File: src/rtl/trans_pkg.sv
// Shared crossbar definitions for the transfer scheduler and the trans_core/trans_lsab benches.
package trans_pkg;

   localparam int unsigned NPORTS = 8;
   localparam int unsigned NLANES = 2;
   localparam int unsigned PIDX_W = 3;

   typedef logic [PIDX_W-1:0] port_idx_t;
   typedef logic [NPORTS-1:0] port_mask_t;

   typedef enum logic [1:0] {
      LANE_IDLE  = 2'd0,
      LANE_RUN   = 2'd1,
      LANE_DRAIN = 2'd2
   } lane_state_e;

   // One-hot select for a single port index
   function automatic port_mask_t port_onehot(input port_idx_t idx);
      port_onehot = port_mask_t'(1) << idx;
   endfunction

endpackage

File: src/rtl/trans_sched_lane.sv
// One transfer lane: IDLE/RUN/DRAIN FSM, word counter, captured src/dst, isel slice.
//  CLK, RST     clock, synchronous active-low reset
//  start        accept a request into this lane (only honoured in IDLE)
//  src/dst/len  request fields captured on start
//  idle/run/drain  decoded lane state
//  dst_q        captured destination mask (held through DRAIN)
//  isel         one-hot source select while in RUN
module trans_sched_lane
   import trans_pkg::*;
#(
   parameter int unsigned LEN_W = 8
) (
   input  logic             CLK,
   input  logic             RST,
   input  logic             start,
   input  port_idx_t        src,
   input  port_mask_t       dst,
   input  logic [LEN_W-1:0] len,
   output logic             idle,
   output logic             run,
   output logic             drain,
   output port_mask_t       dst_q,
   output port_mask_t       isel
);

   localparam logic [1:0] ST_IDLE  = LANE_IDLE;
   localparam logic [1:0] ST_RUN   = LANE_RUN;
   localparam logic [1:0] ST_DRAIN = LANE_DRAIN;

   logic [1:0]       state_q, state_d;
   logic [LEN_W-1:0] cnt_q, cnt_d;
   port_idx_t        src_q, src_d;
   port_mask_t       dst_d;

   // State and capture registers
   always_ff @(posedge CLK) begin
      if (!RST) begin
         state_q <= ST_IDLE;
         cnt_q   <= '0;
         src_q   <= '0;
         dst_q   <= '0;
      end else begin
         state_q <= state_d;
         cnt_q   <= cnt_d;
         src_q   <= src_d;
         dst_q   <= dst_d;
      end
   end

   // Next state; a zero-length request skips RUN so done still pulses
   always_comb begin
      state_d = state_q;
      cnt_d   = cnt_q;
      src_d   = src_q;
      dst_d   = dst_q;
      case (state_q)
         ST_IDLE: begin
            if (start) begin
               src_d = src;
               dst_d = dst;
               cnt_d = len;
               if (len == '0) state_d = ST_DRAIN;
               else           state_d = ST_RUN;
            end
         end
         ST_RUN: begin
            cnt_d = cnt_q - LEN_W'(1);
            if (cnt_q == LEN_W'(1)) state_d = ST_DRAIN;
         end
         ST_DRAIN: state_d = ST_IDLE;
         default:  state_d = ST_IDLE;
      endcase
   end

   assign idle  = (state_q == ST_IDLE);
   assign run   = (state_q == ST_RUN);
   assign drain = (state_q == ST_DRAIN);
   assign isel  = run ? port_onehot(src_q) : '0;

endmodule

File: src/rtl/trans_sched.sv
// Transfer scheduler for the trans_core crossbar: two lanes, one per fan block.
//  CLK, RST     clock, synchronous active-low reset
//  req_*        request handshake: source index, destination mask, word count
//  isel         [7:0] lane 0 one-hot source, [15:8] lane 1 one-hot source
//  osel         [7:0] output write enables, [15:8] omux (1 = fan_block_0)
//  done         per-lane completion pulse (DRAIN state)
//  busy         per-lane active (RUN or DRAIN)
module trans_sched
   import trans_pkg::*;
#(
   parameter int unsigned LEN_W = 8
) (
   input  logic             CLK,
   input  logic             RST,
   input  logic             req_valid,
   output logic             req_ready,
   input  logic [2:0]       req_src,
   input  logic [7:0]       req_dst,
   input  logic [LEN_W-1:0] req_len,
   output logic [15:0]      isel,
   output logic [15:0]      osel,
   output logic [1:0]       done,
   output logic [1:0]       busy
);

   logic [NLANES-1:0]      lane_idle, lane_run, lane_drain, lane_start;
   port_mask_t [NLANES-1:0] lane_dst, lane_isel;
   port_mask_t             busy_dst;
   port_mask_t             osel_en_d, osel_mux_d;
   logic                   accept;

   // Admission: a free lane, no destination overlap with active lanes, nonzero mask
   always_comb begin
      busy_dst = '0;
      for (int l = 0; l < NLANES; l++) begin
         if (!lane_idle[l]) busy_dst = busy_dst | lane_dst[l];
      end
      req_ready  = (|lane_idle) && ((req_dst & busy_dst) == '0) && (req_dst != '0);
      accept     = req_valid && req_ready;
      lane_start = '0;
      if (accept) begin
         if (lane_idle[0]) lane_start[0] = 1'b1;
         else              lane_start[1] = 1'b1;
      end
   end

   for (genvar g = 0; g < NLANES; g++) begin : g_lane
      trans_sched_lane #(.LEN_W(LEN_W)) u_lane (
         .CLK   (CLK),
         .RST   (RST),
         .start (lane_start[g]),
         .src   (req_src),
         .dst   (req_dst),
         .len   (req_len),
         .idle  (lane_idle[g]),
         .run   (lane_run[g]),
         .drain (lane_drain[g]),
         .dst_q (lane_dst[g]),
         .isel  (lane_isel[g])
      );
   end

   // Output select for the lanes in RUN now; registered so it trails isel by the fan stage
   always_comb begin
      osel_en_d  = '0;
      osel_mux_d = '0;
      for (int l = 0; l < NLANES; l++) begin
         if (lane_run[l]) begin
            osel_en_d = osel_en_d | lane_dst[l];
            if (l == 0) osel_mux_d = osel_mux_d | lane_dst[l];
         end
      end
   end

   always_ff @(posedge CLK) begin
      if (!RST) osel <= '0;
      else      osel <= {osel_mux_d, osel_en_d};
   end

   assign isel = {lane_isel[1], lane_isel[0]};
   assign done = lane_drain;
   assign busy = ~lane_idle;

endmodule

File: config.mk
export PLATFORM = sky130hd
export DESIGN_NAME = trans_sched
export DESIGN_NICKNAME = d
export VERILOG_FILES = /design/src/rtl/trans_pkg.sv /design/src/rtl/trans_sched_lane.sv /design/src/rtl/trans_sched.sv
export SDC_FILE = /design/constraint.sdc
export NUM_CORES = 1
export LEC_CHECK = 0
export CORE_MARGIN = 2
export CORE_UTILIZATION = 25
export CTS_BUF_LIST = sky130_fd_sc_hd__clkbuf_8
export CTS_CLUSTER_SIZE = 20
export DETAILED_ROUTE_END_ITERATION = 10
export SLEW_MARGIN = 10
export SYNTH_ARGS = -nofsm -noshare
export SYNTH_HDL_FRONTEND = slang
export SYNTH_SLANG_ARGS = --single-unit
File: constraint.sdc
create_clock -name CLK -period 6.02 [get_ports CLK]
set_input_delay 0.903 -clock CLK [delete_from_list [all_inputs] [get_ports CLK]]
set_output_delay 0.903 -clock CLK [all_outputs]
set_load 0.02 [all_outputs]
# ---- Word level (Yosys, flattened, before mapping)
# Cells that the tools add are included.
dict set report op_classes {
  mux 20
  n_reduce_logical 17
  addsub 2
  n_eq_ne 10
  n_shift 2
  n_bitwise 4
}
# cell n
set op_table {}
lappend op_table {{$mux W8} 8}
lappend op_table {{$pmux W8 S2} 2}
lappend op_table {{$eq A8 B1 Y1 const B} 2}
lappend op_table {{$logic_not A8 Y1} 2}
lappend op_table {{$or A8 B8 Y8} 2}
lappend op_table {{$shl A1 B3 Y8 const A} 2}
lappend op_table {{$sub A8 B1 Y8 const B} 2}
lappend op_table {{$mux W2} 6}
lappend op_table {{$reduce_and A2 Y1} 6}
lappend op_table {{$and A8 B8 Y8} 1}
lappend op_table {{$ne A2 B2 Y1 const B} 4}
lappend op_table {{$pmux W2 S2} 2}
lappend op_table {{$reduce_bool A8 Y1} 1}
lappend op_table {{$eq A2 B1 Y1 const B} 2}
lappend op_table {{$eq A2 B2 Y1 const B} 2}
lappend op_table {{$logic_not A2 Y1} 2}
lappend op_table {{$reduce_bool A2 Y1} 2}
lappend op_table {{$logic_and A1 B1 Y1} 3}
lappend op_table {{$mux W1} 2}
lappend op_table {{$not A2 Y2} 1}
lappend op_table {{$reduce_or A2 Y1} 1}
dict set report totals {
  out_inout_bits 37
  wordCells 64
  input_bits 22
  regBits 58
}

# ---- Longest topological paths before layout
dict set report logic_depth {
  ltp_word 12
  ltp_mapped 7
  mapped_depth_nobuf 7
}

# ---- Cells and area by module
# From an unflattened synthesis, not the netlist that was laid out.
dict set report unflattened {
  cells_unflattened 345
  area_unflattened_um2 2844.0
}
# mod instances area_per_inst_um2 cells_per_inst
set by_module_without_submodules {}
lappend by_module_without_submodules {{trans_sched_lane (g_lane[1].u_lane)} 1 1142.3 141}
lappend by_module_without_submodules {{trans_sched_lane (g_lane[0].u_lane)} 1 1076.0 140}
lappend by_module_without_submodules {trans_sched 1 625.6 64}

# ---- Worst setup path before layout
# OpenSTA, ideal clock, no wires.
dict set report synth_path {
  path_type {input to output}
  start {input port req_dst[6]}
  end {output port req_ready}
  path_buffers 1
  setup_slack_ns 2.895
  cell_stages 5
  arrival_ns 2.222
  cell_sequence {a22oi_1 > a21oi_1 > nor4_2 > clkbuf_1 > and2_1}
}
dict set report synth_between {
  elab_chain_cells 4
  word_cells_on_any_way 5
  classes_between {1 x bitwise; 4 x reduce/logical}
}
# item line
set synth_lines {}
lappend synth_lines {{from (decl)} trans_sched.sv:18} ;# input logic [7:0] req_dst,
lappend synth_lines {{$and A8 B8 Y8} trans_sched.sv:38} ;# req_ready = (|lane_idle) && ((req_dst & busy_dst) == '0) && (req_dst != '0);
lappend synth_lines {{$logic_not A8 Y1} trans_sched.sv:38}
lappend synth_lines {{$logic_and A1 B1 Y1} trans_sched.sv:38}
lappend synth_lines {{$logic_and A1 B1 Y1 *} trans_sched.sv:38}
lappend synth_lines {{to (decl)} trans_sched.sv:16} ;# output logic req_ready,
# Every way passes the cells marked *; elsewhere a longest branch is shown, timed or not.

# ---- Worst setup path after layout
dict set report layout_path {
  start {input port req_dst[5]}
  end {output port req_ready}
}
# The elaborated chain is that of the path after synthesis.

==> flow_summary.toml <==
[worst_setup_path]
crit_arrival_ps = 3080
cpMostUsedCell = "clkdlybuf4s50_1"
endpoint_kind = "output port"
slowest_stage = "clkdlybuf4s50_1"
cp-start-kind = "primary input"
crit_fanout = 5
max_stage_delay_ps = 570
crit_chain = "clkdlybuf4s50_1 > or4_1 > o22ai_1 > nor4_4 > and2_1 > clkdlybuf4s50_1"
path_class = "primary input to output port"
crit_required_ps = 5120

[cts]
cts_setup_buffers = 0
numClockSinks = 58
hold_buffers = 0
worst_setup_hold_path_clk_slew_ps = 70
h-tree-depth = 3
cts_buffers = 9
cts_resized = 0
clock_latency_ps = 340
cts_tree = "done"
root_buffer = "clkbuf_8"
clk_path_buf_depth = 2

[grt]
antenna_found_initial = 0
grt_pass1_wl_mm = 13.7
grt_pass1_vias = 2652
gr-usage-all-layers_pct = 14.4
grt_max_degree = 44
grt.overflow.total = 0

[power_and_ir_drop]
p_leak_nw = 1.35
ir_drop_uv = 128
power_w = 0.00148
powerDensity_nw_per_um2 = 401

[sta]
hold_viol = 0
timing.hold.ws_ps = 484
drv_slew = 0
finalCritPeriodShare_pct = 66.1
min_period_ps = 3980
worst_pin_slew_ps = 1170
fin_worst_skew_ps = 8.60
grt_setup_unrepaired = "false"
setup_viol = 0
fin_ws_ps = 2040
slew-limit-headroom_pct = 22.2
tns_ps = 0
fmax_mhz = 251

[yosys]
synth_nets = 372
synthesis.instances = 346
syn_area_um2 = 2810
synth_area_per_cell_um2 = 8.11
yosysWarnings = 0
ys_seq_elements = 58
synthFlopType = "dfxtp_1"
synthArstFlopShare_pct = 0
seq_area_frac_synth_pct = 41.4
yosysUniqueCellTypes = 47
synth_edf_count = 0

[final_layout]
seq_area_um2 = 1160
fillerInstances = 1125
layout-drive-gt1-share_pct = 5.60
layout_common_cells = "dfxtp_1, clkdlybuf4s50_1, a21oi_1"
n_antenna_cell = 0
synthToLayoutAreaGrowth_pct = 31.3
fin_cells = 533
nNetsFinal = 414
multi_input_area_um2 = 1500

[die]
num_io_pins = 59
die_area_um2 = 12100
start_util_pct = 25.8
row_count = 38
core_um2 = 10900
die_h_um = 110
die_w_um = 110

[routing]
highest_layer = "met4"
routed_wl_mm = 8.68
wl_met3_um = 586
viasPerCell = 5.42
antenna_left = 0
wl_met2_mm = 3.98
drt_iter0_markers = 222
wire_per_inst_um = 16.3
via_count = 2888
wl_met1_mm = 3.94
drc = 0
first_pass_iters = 5

[placement]
dp_hpwl_mm = 6.03
place.gp.congestion = 0.846
portBuffers = 58
post-place-cells = 517
dpl_worst_slack_ps = 2060

[worst_hold_path]
min_path_type = "flip-flop to flip-flop"

[flow_run]
cap_violations = 0

[run_status]
outcome = "finished clean"
## cells in the mapped netlist (2+ instances only)
cell | n | share of area (%)
nor2_1 | 17 | 2.3
o21ai_1 | 2 | 0.36
clkbuf_1 | 19 | 2.5
nand2b_1 | 6 | 1.3
a21oi_1 | 33 | 5.9
a211o_1 | 3 | 0.94
nor2b_1 | 4 | 0.89
and2_1 | 2 | 0.45
a21o_1 | 10 | 2.7
or4_1 | 7 | 1.9
a22oi_1 | 9 | 2.4
nand3_1 | 32 | 5.7
or3_1 | 5 | 1.1
o22ai_1 | 2 | 0.45
and3_1 | 14 | 3.1
o211ai_1 | 7 | 1.9
nor3_1 | 17 | 3.0
nand2_1 | 13 | 1.7
o21a_1 | 2 | 0.53
o31a_1 | 2 | 0.62
o221ai_1 | 2 | 0.62
buf_4 | 2 | 0.53
nor4_1 | 5 | 1.1
ha_1 | 4 | 1.8
a31oi_1 | 11 | 2.5
inv_1 | 9 | 1.2
o21ai_0 | 22 | 3.9
buf_2 | 6 | 1.1
nand4_1 | 4 | 0.89
dfxtp_1 | 58 | 41
## cells by family (layout without fill, tap and decap cells)
logic type                 count (synthesis)  in the layout  share of synthesized area, %
AOI/OAI and AO/OA                        112            112                          24.9
xor gates and xnor gates                   2              2                         0.624
DFF                                       58             58                          41.4
muxes                                      1              1                         0.401
adders and majority gates                  4              4                          1.78
and+or+nand+nor                          131            131                          25.3
buffers and inverters                     38             85                          5.66
## through the flow
step / util, % / area (um^2)
floorplan: - / 2810
global placement: 31.8 / 3460
detailed placement: 31.8 / 3460
CTS: 33.9 / 3690
global route: 33.9 / 3690
finish: 33.9 / 3690
## layout make-up
cell class | count | area share (%)
Multi-Input combinational cell | 250 | 40.6
Sequential cell | 58 | 31.5
Timing Repair Buffer | 59 | 16.0
Tap cell | 140 | 4.75
Clock buffer | 10 | 3.73
Clock inverter | 6 | 2.44
Inverter | 10 | 1.02
## where the power goes
part | switching, W | internal (W)
Combinational | 0.000330 | 0.000209
Sequential | 0.0000754 | 0.000453
Clock | 0.000166 | 0.000245
## final timing paths
check                                                 start  depth (start not counted)                        end  slack, ps
worst max register to register  g_lane[0].u_lane.state_q[0]                          5  g_lane[1].u_lane.cnt_q[7]       3170
worst min-delay path              g_lane[1].u_lane.dst_q[3]                          1                    osel[3]        480
worst max-delay path                             req_dst[5]                          6                  req_ready       2040
worst min register to register    g_lane[1].u_lane.dst_q[3]                          1                    osel[3]        480
## critical path: cells and delay by family
family,cells,cell delay (ps)
compound gates,1,290
buf+inv,2,1070
simple gates,3,810
## registers in the layout, indices dropped and copies added, names as in the netlist
signal / cells
osel: 16
g_lane.u_lane.src_q: 6
g_lane.u_lane.dst_q: 16
g_lane.u_lane.state_q: 4
g_lane.u_lane.cnt_q: 16
## metal layers
metal | GRT usage, % | vias up
li1 | - | 1371
met1 | 19.4 | 1377
met2 | 22.3 | 125
met3 | 3.29 | 15
met4 | 5.88 | 0
met5 | 0 | -
Power figures use the tool's default switching activity.
